**config.mk**
```make
export PLATFORM = sky130hd
export DESIGN_NAME = dyn_pattern
export DESIGN_NICKNAME = d
export VERILOG_FILES = /design/src/rtl/dyn_pattern.sv
export SDC_FILE = /design/constraint.sdc
export NUM_CORES = 1
export LEC_CHECK = 0
export ABC_CLOCK_PERIOD_IN_PS = 2150
export CAP_MARGIN = 20
export CORE_AREA = 5 5 42 44
export CTS_BUF_LIST = sky130_fd_sc_hd__clkbuf_8
export CTS_CLUSTER_SIZE = 8
export DETAILED_ROUTE_END_ITERATION = 12
export DIE_AREA = 0 0 47 49
export MAX_ROUTING_LAYER = met4
export SETUP_SLACK_MARGIN = 0.4
export SLEW_MARGIN = 5
export SYNTH_ARGS = -nofsm -noshare
export SYNTH_HDL_FRONTEND = slang
export SYNTH_SLANG_ARGS = --single-unit
export TNS_END_PERCENT = 1
```
**constraint.sdc**
```tcl
create_clock -name clk -period 2.15 [get_ports clk]
set_clock_uncertainty 0.2 [all_clocks]
set_input_delay 0.43 -clock clk [delete_from_list [all_inputs] [get_ports clk]]
set_output_delay 0.43 -clock clk [all_outputs]
set_load 0.02 [all_outputs]
```
**src/rtl/dyn_pattern.sv**
```systemverilog
`default_nettype none
// ============================================================================
//  Module      : dyn_pattern
//  Description : Serial bit-pattern detector. Moore FSM whose state is the
//                number of pattern bits currently matched; mismatches fall
//                back to the longest prefix that is still a suffix of the
//                observed stream. Emits a registered one-cycle match pulse.
//                Optional macro DYN_PATT_OVERLAP_EN enables overlapping
//                detection (bits of a completed match may start the next).
//  Revision    : 1.0 - initial release
// ============================================================================
module dyn_pattern #(
  parameter logic [15:0] pattern  = 16'b0000_0000_0001_0110,
  parameter int          num_bits = 5
) (
  input  logic       clk,
  input  logic       rstn,    // asynchronous, active-high (asserted = 1)
  input  logic       data,
  input  logic       valid,
  output logic [4:0] state,
  output logic       detect
);

  typedef enum logic [4:0] {
    S0,  S1,  S2,  S3,  S4,  S5,  S6,  S7,
    S8,  S9,  S10, S11, S12, S13, S14, S15
  } state_e;

  // i-th bit on the wire (i = 0 is the first bit expected)
  function automatic logic f_pbit(input int i);
    logic [15:0] t;
    t = pattern >> (num_bits - 1 - i);
    return t[0];
  endfunction

  // Longest j (capped at num_bits-1) such that the first j pattern bits equal
  // the last j bits of (first k pattern bits followed by b). With the cap, a
  // completed pattern yields its longest proper suffix that is also a prefix.
  function automatic logic [4:0] f_next(input int k, input logic b);
    logic [4:0] best;
    logic       ok;
    logic       sb;
    int         si;
    best = '0;
    for (int j = 1; j <= 16; j++) begin
      if ((j <= k + 1) && (j <= num_bits - 1)) begin
        ok = 1'b1;
        for (int m = 0; m < 16; m++) begin
          if (m < j) begin
            si = k + 1 - j + m;
            sb = (si == k) ? b : f_pbit(si);
            if (sb != f_pbit(m)) ok = 1'b0;
          end
        end
        if (ok) best = 5'(j);
      end
    end
    return best;
  endfunction

  localparam logic [4:0] c_LAST_STATE = 5'(num_bits - 1);
  localparam logic       c_LAST_BIT   = f_pbit(num_bits - 1);
`ifdef DYN_PATT_OVERLAP_EN
  localparam logic [4:0] c_FULL_FB    = f_next(num_bits - 1, c_LAST_BIT);
`else
  localparam logic [4:0] c_FULL_FB    = 5'd0;
`endif

  // Elaboration-time transition table, indexed [state][data]
  logic [31:0][1:0][4:0] w_next;

  for (genvar k = 0; k < 32; k++) begin : g_row
    if (k < num_bits) begin : g_used
      assign w_next[k][0] = f_next(k, 1'b0);
      assign w_next[k][1] = f_next(k, 1'b1);
    end else begin : g_unused
      assign w_next[k][0] = 5'd0;
      assign w_next[k][1] = 5'd0;
    end
  end

  state_e     state_q, state_d;
  logic       detect_q, detect_d;
  logic [4:0] w_idx;

  assign w_idx = state_q;

  // Next-state and match-pulse decode; idle cycles hold state and clear detect
  always_comb begin
    state_d  = state_q;
    detect_d = 1'b0;
    if (valid) begin
      if ((w_idx == c_LAST_STATE) && (data == c_LAST_BIT)) begin
        detect_d = 1'b1;
        state_d  = state_e'(c_FULL_FB);
      end else begin
        state_d  = state_e'(w_next[w_idx][data]);
      end
    end
  end

  // State and detect registers; reset discards any partial match at once
  always_ff @(posedge clk or posedge rstn) begin
    if (rstn) begin
      state_q  <= S0;
      detect_q <= 1'b0;
    end else begin
      state_q  <= state_d;
      detect_q <= detect_d;
    end
  end

  assign state  = state_q;
  assign detect = detect_q;

endmodule
`default_nettype wire

```
Word level (Yosys, flattened, before mapping)
Memories as Yosys holds them, arrays and structs flattened.
Index checks and enable logic that the tools add are counted.
Storage, ports and cells
  latch bits: 0
  memories kept: 1
  logic and storage cells: 14
  output and inout bits: 6
  bits in writable memories: 0
  bits in registers: 6
  memory bits (read-only): 320
  input port bits: 4
Memories
  (name not given): words 32, bits a word 10, rd ports 1, clocked after Yosys merged registers in 0, wr ports 0, RTL line 97  | state_d = state_e'(w_next[w_idx][data]);
Operators by class
  shift operators: 0
  mux-type cells: 6
  equal/unequal tests: 1
  div/mod/pow operators: 0
  $mul: 0
  bitwise logic cells: 1
  $lt $le $gt $ge: 2
  $add $sub $neg: 0
  reductions and logical operators: 1
Operator list (count)
  $mux W5: 3
  $mux W10: 1
  $lt A5 B6 Y1 const B: 1
  $eq A5 B3 Y1 const B: 1
  $lt A1 B2 Y1 const B: 1
  $mux W1: 2
  $logic_and A1 B1 Y1: 1
  $not A1 Y1: 1

Depth between registers and ports, before layout
Gate-level depths: netlist of the first run.
  word-level depth: 5
  mapped depth: 3
  mapped depth without buffers: 3

Worst setup path after synthesis of the first run
Ideal clock, no wire load.
  path type: reg-to-reg
  from: register state_q[2] (netlist: state[2])
  to: register state_q[0] (netlist: state[0])
  library setup time: 0.082 ns
  stages on the path, launching flop included: 4
  period minus slack after synthesis: 1.252 ns
  path buffers: 0
  data arrival time: 0.970 ns
  data required time: 1.868 ns
  slack: 0.898 ns
  path through: dfrtp_1 nand2b_4 or2_1 a31oi_1
On the way
  longest elaborated chain between the ends: 5
  elaborated cells on any way between the ends: 7
  those cells by class: eq/ne (1); mux (4); reduce/logical (1); memory (1)
RTL lines
  start: declaration: RTL line 82  | state_e state_q, state_d;
  start signal: assignment: RTL line 108  | state_q <= state_d;
  $mem_v2 Z32 W10
  $mux W10 (not written as such): RTL line 97
  $mux W5 (not written as such) (2 in series): RTL line 97
  $mux W5 (*): RTL line 93  | if ((w_idx == c_LAST_STATE) && (data == c_LAST_BIT)) begin
Mark *: on every way between the ends. The rest lies on a longest branch, timed or not. The select of a mux whose other input is x is not followed.
A chain may end at the register's enable or synchronous reset.

Worst setup path in the final report of the first run
  from: register state_q[2] (netlist: state[2])
  to: output state[2]
RTL lines
  end: declaration: RTL line 20  | output logic [4:0] state,
No word-level cell between the ends.

==> results of run 1 <==
==> synthesized netlist by cell type <==
| library cell | instances | area, um2 |
|---|---|---|
| nand3_1 | 1 | 5.00 |
| a22o_1 | 1 | 8.76 |
| buf_4 | 2 | 15.0 |
| nor2_1 | 1 | 3.75 |
| o21ai_0 | 1 | 5.00 |
| or2_1 | 1 | 6.26 |
| nand2_1 | 1 | 3.75 |
| inv_1 | 2 | 7.51 |
| conb_1 | 1 | 3.75 |
| dfrtp_1 | 4 | 100 |
| nand2b_1 | 1 | 6.26 |
| a31oi_1 | 2 | 12.5 |
| nand2b_4 | 1 | 13.8 |
| o22ai_1 | 1 | 6.26 |
| nor4_1 | 1 | 6.26 |
==> cell type report <==
type / count / area [um2]
clock buffer: 3 / 41.3
inverter: 2 / 7.51
tap: 16 / 20.0
sequential: 4 / 100
timing repair buffer: 7 / 71.3
multi-input combinational: 14 / 85.1
fill: 158 / 1080
==> how the worst min path moves through the flow <==
stage,from,to,slack [ns]
6_report,rstn,state[1]$_DFFE_PP0P_,0.20
5_1_grt,rstn,detect$_DFF_PP0_,0.25
4_1_cts,rstn,state[1]$_DFFE_PP0P_,0.20
3_5_place_dp,state[1]$_DFFE_PP0P_,detect$_DFF_PP0_,0.34
3_3_place_gp,state[1]$_DFFE_PP0P_,detect$_DFF_PP0_,0.33
2_1_floorplan,rstn,detect$_DFF_PP0_,-0.004
==> worst reg2reg max path, cell delays in order, from the launching register on <==
cell	delay (ns)
dfrtp_1	0.41
nand2b_4	0.17
or2_1	0.20
a31oi_1	0.15
==> where the power goes <==
group / leakage (nW) / switching [mW] / internal (mW)
logic: 0.0766 / 0.0519 / 0.0510
registers: 0.0519 / 0.0295 / 0.0952
clock network: 0.0216 / 0.0354 / 0.119
total: 0.150 / 0.117 / 0.265
==> what timing repair did <==
action / 4_1_cts / 5_1_grt
pin swaps: 0 / 0
gates resized for setup: 1 / 1
endpoints found under the setup margin: 3 / 3
endpoints found under the hold margin: 0 / 0
gates cloned: 0 / 0
==> registers in the layout, summed over array words and instances (netlist names) <==
register,cells
detect,1
state,3
==> per-layer routing <==
layer,track usage,up-vias,wire length (um),share of wire
met5,-,-,0,0
met4,0.0968,0,20,0.048
met3,0.0185,2,77,0.18
met2,0.0475,11,166,0.39
met1,0.0533,74,157,0.37
li1,-,88,-,-
==> cells by family after synthesis <==
| group | Yosys count |
|---|---|
| other | 1 |
| buffers and inverters | 4 |
| flip-flops | 4 |
| AND/OR/NAND/NOR | 7 |
| AO/OA/AOI/OAI | 5 |
==> cells in the final DEF, fill, tap and decap left out, drive strengths merged <==
master,count
dlygate4sd2,1
dlymetal6s2s,1
nand2,1
nand2b,2
clkbuf,3
inv,2
dfrtp,4
o22ai,1
nor4,1
o21ai,1
a22o,1
clkdlybuf4s50,5
nor2,1
conb,2
a31oi,2
or2,1
nand3,1
==> flow_summary.yaml, run 1 <==
timing:
  fin_hold_ws_ns: 0.200
  drv_slew: 0
  setup_repair_after_global_routing_missed_its_margin: "true"
  setup_viol_count_final: 0
  fmax_ghz: 0.531
  post-route-min-period_ns: 1.88
  finalSetupTns_ns: 0
  timing.final.hold_violations: 0
  share_of_the_cycle_needed_by_the_critical_path_after_routing: 0.876
  timing.final.ws_setup_ns: 0.266
clocking:
  clk_pin_slew_worst_paths_ns: 0.03
  clock_insertion_delay_worst_skew_ns: 0.21
  cts.root.buffer_cell: "clkbuf_8"
  cts_num_sinks: 4
  hold_fix_buffer_count_after_cts: 0
  cts.path.max_buffers: 2
  cts_tree: "yes"
  cts_made_buffers: 3
  htreeDepth: 1
  post-cts-setup-buffers: 0
final_layout:
  antenna-diode-count: 0
  finish.net_count: 36
  final-instance-count-excl-fill: 46
  design_area_um2: 325
  fin_util: 0.232
  syn_to_final_growth_pct: 59.5
  post_route_cells_drive_above_1_share: 0.133
grt:
  grt_start_max_net_pins: 8
  wire_length_of_the_first_global_routing_pass_um: 696
  grt_overflow_total: 0
  global_route_usage_over_all_layers: 0.0514
  grt_antenna_before_repair: 0
  grt_pass1_vias: 173
die:
  die_area_um2: 2300
  pin_count: 10
  fp-row-count: 14
  floorplan.die.width_um: 47
  area_of_the_core_um2: 1400
  floorplan.initialDensity: 0.146
  die_h_um: 49
yosys:
  synth-adder-area-share: 0
  synth_mux_area_frac: 0
  synth_top_family_by_area: "simple AND/OR/NAND/NOR gates"
  synthDistinctLibCells: 15
  syn_inst: 21
  synth_warnings: 0
  seq_area_frac_synth: 0.491
  yosys.area_share.simple: 0.221
  mappedNetlistArea_um2: 204
  postSynthRegisterBits: 4
  synth-xor-area-share: 0
  synth_compound_area_frac: 0.160
  syn_area_per_cell_um2: 9.71
drt:
  drt-vias-per-instance: 3.80
  route.antenna.remaining_nets: 0
  detail_route.drc_violations: 0
  drt-wirelength-per-cell_um: 9.15
  firstDrtPassIters: 1
  totalWireLength_um: 421
  drt_first_iter_violations: 0
  detailroute.via_count: 175
setup_path:
  worst-endpoint-required_ns: 1.52
  crit_chain: "clkdlybuf4s50_1"
  critical_path.reg2reg.startpoint: "state[2]$_DFFE_PP0P_"
  critical_path.slowest_cell: "clkdlybuf4s50_1"
  crit_type: "flop to output port"
  r2r_end: "state[0]$_DFFE_PP0P_"
  path_buf_inv: 1
  worst_path_dominant_cell_family: "buffers and inverters"
  crit_path_end_kind: "output port"
  path_depth: 1
  setup.worst_path.start: "state[2]$_DFFE_PP0P_"
  setup.worst_path.start_class: "flop"
  worst-r2r-setup-slack_ns: 0.94
  crit_path_end: "state[2]"
  worst_path_largest_cell_delay_ns: 0.64
  critPathMaxFanout: 5
  reg2regPathDepth: 3
  worstPathArrival_ns: 1.25
power_and_ir_drop:
  p_leak_nw: 0.150
  max-vdd-ir-drop_uv: 207
  tot_pwr_mw: 0.382
  power_density_nw_per_um2: 1170
placed_design:
  dp.cells: 43
  io_buffer_count: 7
  dpl-instance-area_um2: 283
  pre_cts_ws_ns: 0.423
  gp_congestion: 0.677
flow_run:
  number_of_max_capacitance_violations_reported: 0
worst_hold_path:
  hold_path_class: "primary input to asynchronous set/reset pin"
run_status:
  run_status: "complete, no violations"
(Power assumes the default switching activity.)
==> run 2: changes to the inputs <==
--- a/config.mk
+++ b/config.mk
@@ -13,6 +13,7 @@
 export DETAILED_ROUTE_END_ITERATION = 12
 export DIE_AREA = 0 0 47 49
 export MAX_ROUTING_LAYER = met4
+export RECOVER_POWER = 50
 export SETUP_SLACK_MARGIN = 0.4
 export SLEW_MARGIN = 5
 export SYNTH_ARGS = -nofsm -noshare
==> flow_summary.yaml, run 2 (synthesis results as in run 1) <==
run_status:
  run_status: "complete, no violations"
setup_path:
  reg2regPathDepth: 3
  worstPathArrival_ns: 1.25
  worst-r2r-setup-slack_ns: 0.94
  crit_chain: "clkdlybuf4s50_1"
  critPathMaxFanout: 5
  worst_path_largest_cell_delay_ns: 0.63
  r2r_end: "state[0]$_DFFE_PP0P_"
  worst_path_dominant_cell_family: "buffers and inverters"
  path_depth: 1
  path_buf_inv: 1
  setup.worst_path.start_class: "flop"
  crit_type: "flop to output port"
  critical_path.slowest_cell: "clkdlybuf4s50_1"
  crit_path_end_kind: "output port"
  critical_path.reg2reg.startpoint: "state[2]$_DFFE_PP0P_"
  worst-endpoint-required_ns: 1.52
power_and_ir_drop:
  p_leak_nw: 0.151
  power_density_nw_per_um2: 1170
  tot_pwr_mw: 0.381
  max-vdd-ir-drop_uv: 207
clocking:
  htreeDepth: 1
  cts.root.buffer_cell: "clkbuf_8"
  clk_pin_slew_worst_paths_ns: 0.03
  cts_num_sinks: 4
  cts_tree: "yes"
  cts_made_buffers: 3
  cts.path.max_buffers: 2
  clock_insertion_delay_worst_skew_ns: 0.21
  hold_fix_buffer_count_after_cts: 0
  post-cts-setup-buffers: 0
placed_design:
  gp_congestion: 0.677
  io_buffer_count: 7
  dp.cells: 43
  dpl-instance-area_um2: 283
die:
  floorplan.initialDensity: 0.146
  pin_count: 10
  floorplan.die.width_um: 47
  area_of_the_core_um2: 1400
  fp-row-count: 14
  die_h_um: 49
  die_area_um2: 2300
drt:
  detailroute.via_count: 175
  totalWireLength_um: 421
  drt_first_iter_violations: 0
  route.antenna.remaining_nets: 0
  drt-wirelength-per-cell_um: 9.15
  drt-vias-per-instance: 3.80
  firstDrtPassIters: 1
  detail_route.drc_violations: 0
flow_run:
  number_of_max_capacitance_violations_reported: 0
grt:
  wire_length_of_the_first_global_routing_pass_um: 696
  grt_start_max_net_pins: 8
  global_route_usage_over_all_layers: 0.0514
  grt_overflow_total: 0
  grt_antenna_before_repair: 0
  grt_pass1_vias: 173
timing:
  timing.final.hold_violations: 0
  fmax_ghz: 0.531
  setup_repair_after_global_routing_missed_its_margin: "true"
  setup_viol_count_final: 0
  drv_slew: 0
  finalSetupTns_ns: 0
  fin_hold_ws_ns: 0.336
  share_of_the_cycle_needed_by_the_critical_path_after_routing: 0.876
  post-route-min-period_ns: 1.88
final_layout:
  antenna-diode-count: 0
  finish.net_count: 36
  post_route_cells_drive_above_1_share: 0.133
  syn_to_final_growth_pct: 59.5
  max_reg_flops: 3
  filler_cell_count: 158
  final-instance-count-excl-fill: 46
  layout.cells.most_common: "dfrtp_1"
  design_area_um2: 325
  most-common-layout-cells: "dfrtp_1, clkbuf_8, clkdlybuf4s50_1"
worst_hold_path:
  hold_path_class: "primary input to asynchronous set/reset pin"
run 2: changes by cell type in the layout (fill, tap and decap cells not counted), sizes merged:
cell / delta
clkdlybuf4s50: -2
dlygate4sd3: +2
run 2: where the power goes:
group          switching [mW]  total, mW  internal (mW)
Combinational          0.0519      0.102         0.0503
Sequential             0.0295      0.125         0.0952
Clock                  0.0354      0.154          0.119
run 2: per-stage QoR:
stage / utilization / worst slack [ns]
3_5_place_dp: 0.202 / 0.423
3_3_place_gp: 0.202 / 0.443
5_1_grt: 0.232 / 0.221
4_1_cts: 0.230 / 0.244
2_1_floorplan: - / 0.898
6_report: 0.232 / 0.266
run 2: final cells by class:
class	instances	area (um2)	area share
flip-flops and latches	4	100	0.308
multi-input cells	14	85.1	0.262
repair buffers	7	71.3	0.219
clock buffers	3	41.3	0.127
well taps	16	20.0	0.0615
inverters	2	7.51	0.0231
run 2: timing repair:
| item | 4_1_cts | 5_1_grt |
|---|---|---|
| gates resized for setup | 1 | 1 |
| setup endpoints to repair | 3 | 3 |
| cloned | 0 | 0 |
run 2: how the worst max path moves through the flow:
stage | from | end | slack (ns)
detailed placement | data | state[1]$_DFFE_PP0P_ | 0.42
global route | state[2]$_DFFE_PP0P_ | state[2] | 0.22
finish | state[2]$_DFFE_PP0P_ | state[2] | 0.27
floorplan | state[2]$_DFFE_PP0P_ | state[0]$_DFFE_PP0P_ | 0.90
CTS | state[1]$_DFFE_PP0P_ | state[1] | 0.24
global placement | data | state[1]$_DFFE_PP0P_ | 0.44
run 2: metal layers:
layer / up-vias / share of wire / track usage
li1: 88 / - / -
met1: 74 / 0.37 / 0.0533
met2: 11 / 0.40 / 0.0475
met3: 2 / 0.18 / 0.0185
met4: 0 / 0.048 / 0.0968
met5: - / 0 / -
==> run 3: changes to the inputs <==
--- a/config.mk
+++ b/config.mk
@@ -15,7 +15,7 @@
 export MAX_ROUTING_LAYER = met4
 export RECOVER_POWER = 50
 export SETUP_SLACK_MARGIN = 0.4
-export SLEW_MARGIN = 5
+export SLEW_MARGIN = 40
 export SYNTH_ARGS = -nofsm -noshare
 export SYNTH_HDL_FRONTEND = slang
 export SYNTH_SLANG_ARGS = --single-unit
==> results of run 3 <==
Same layout as run 2: the final DEF is identical, and so are final timing and power.
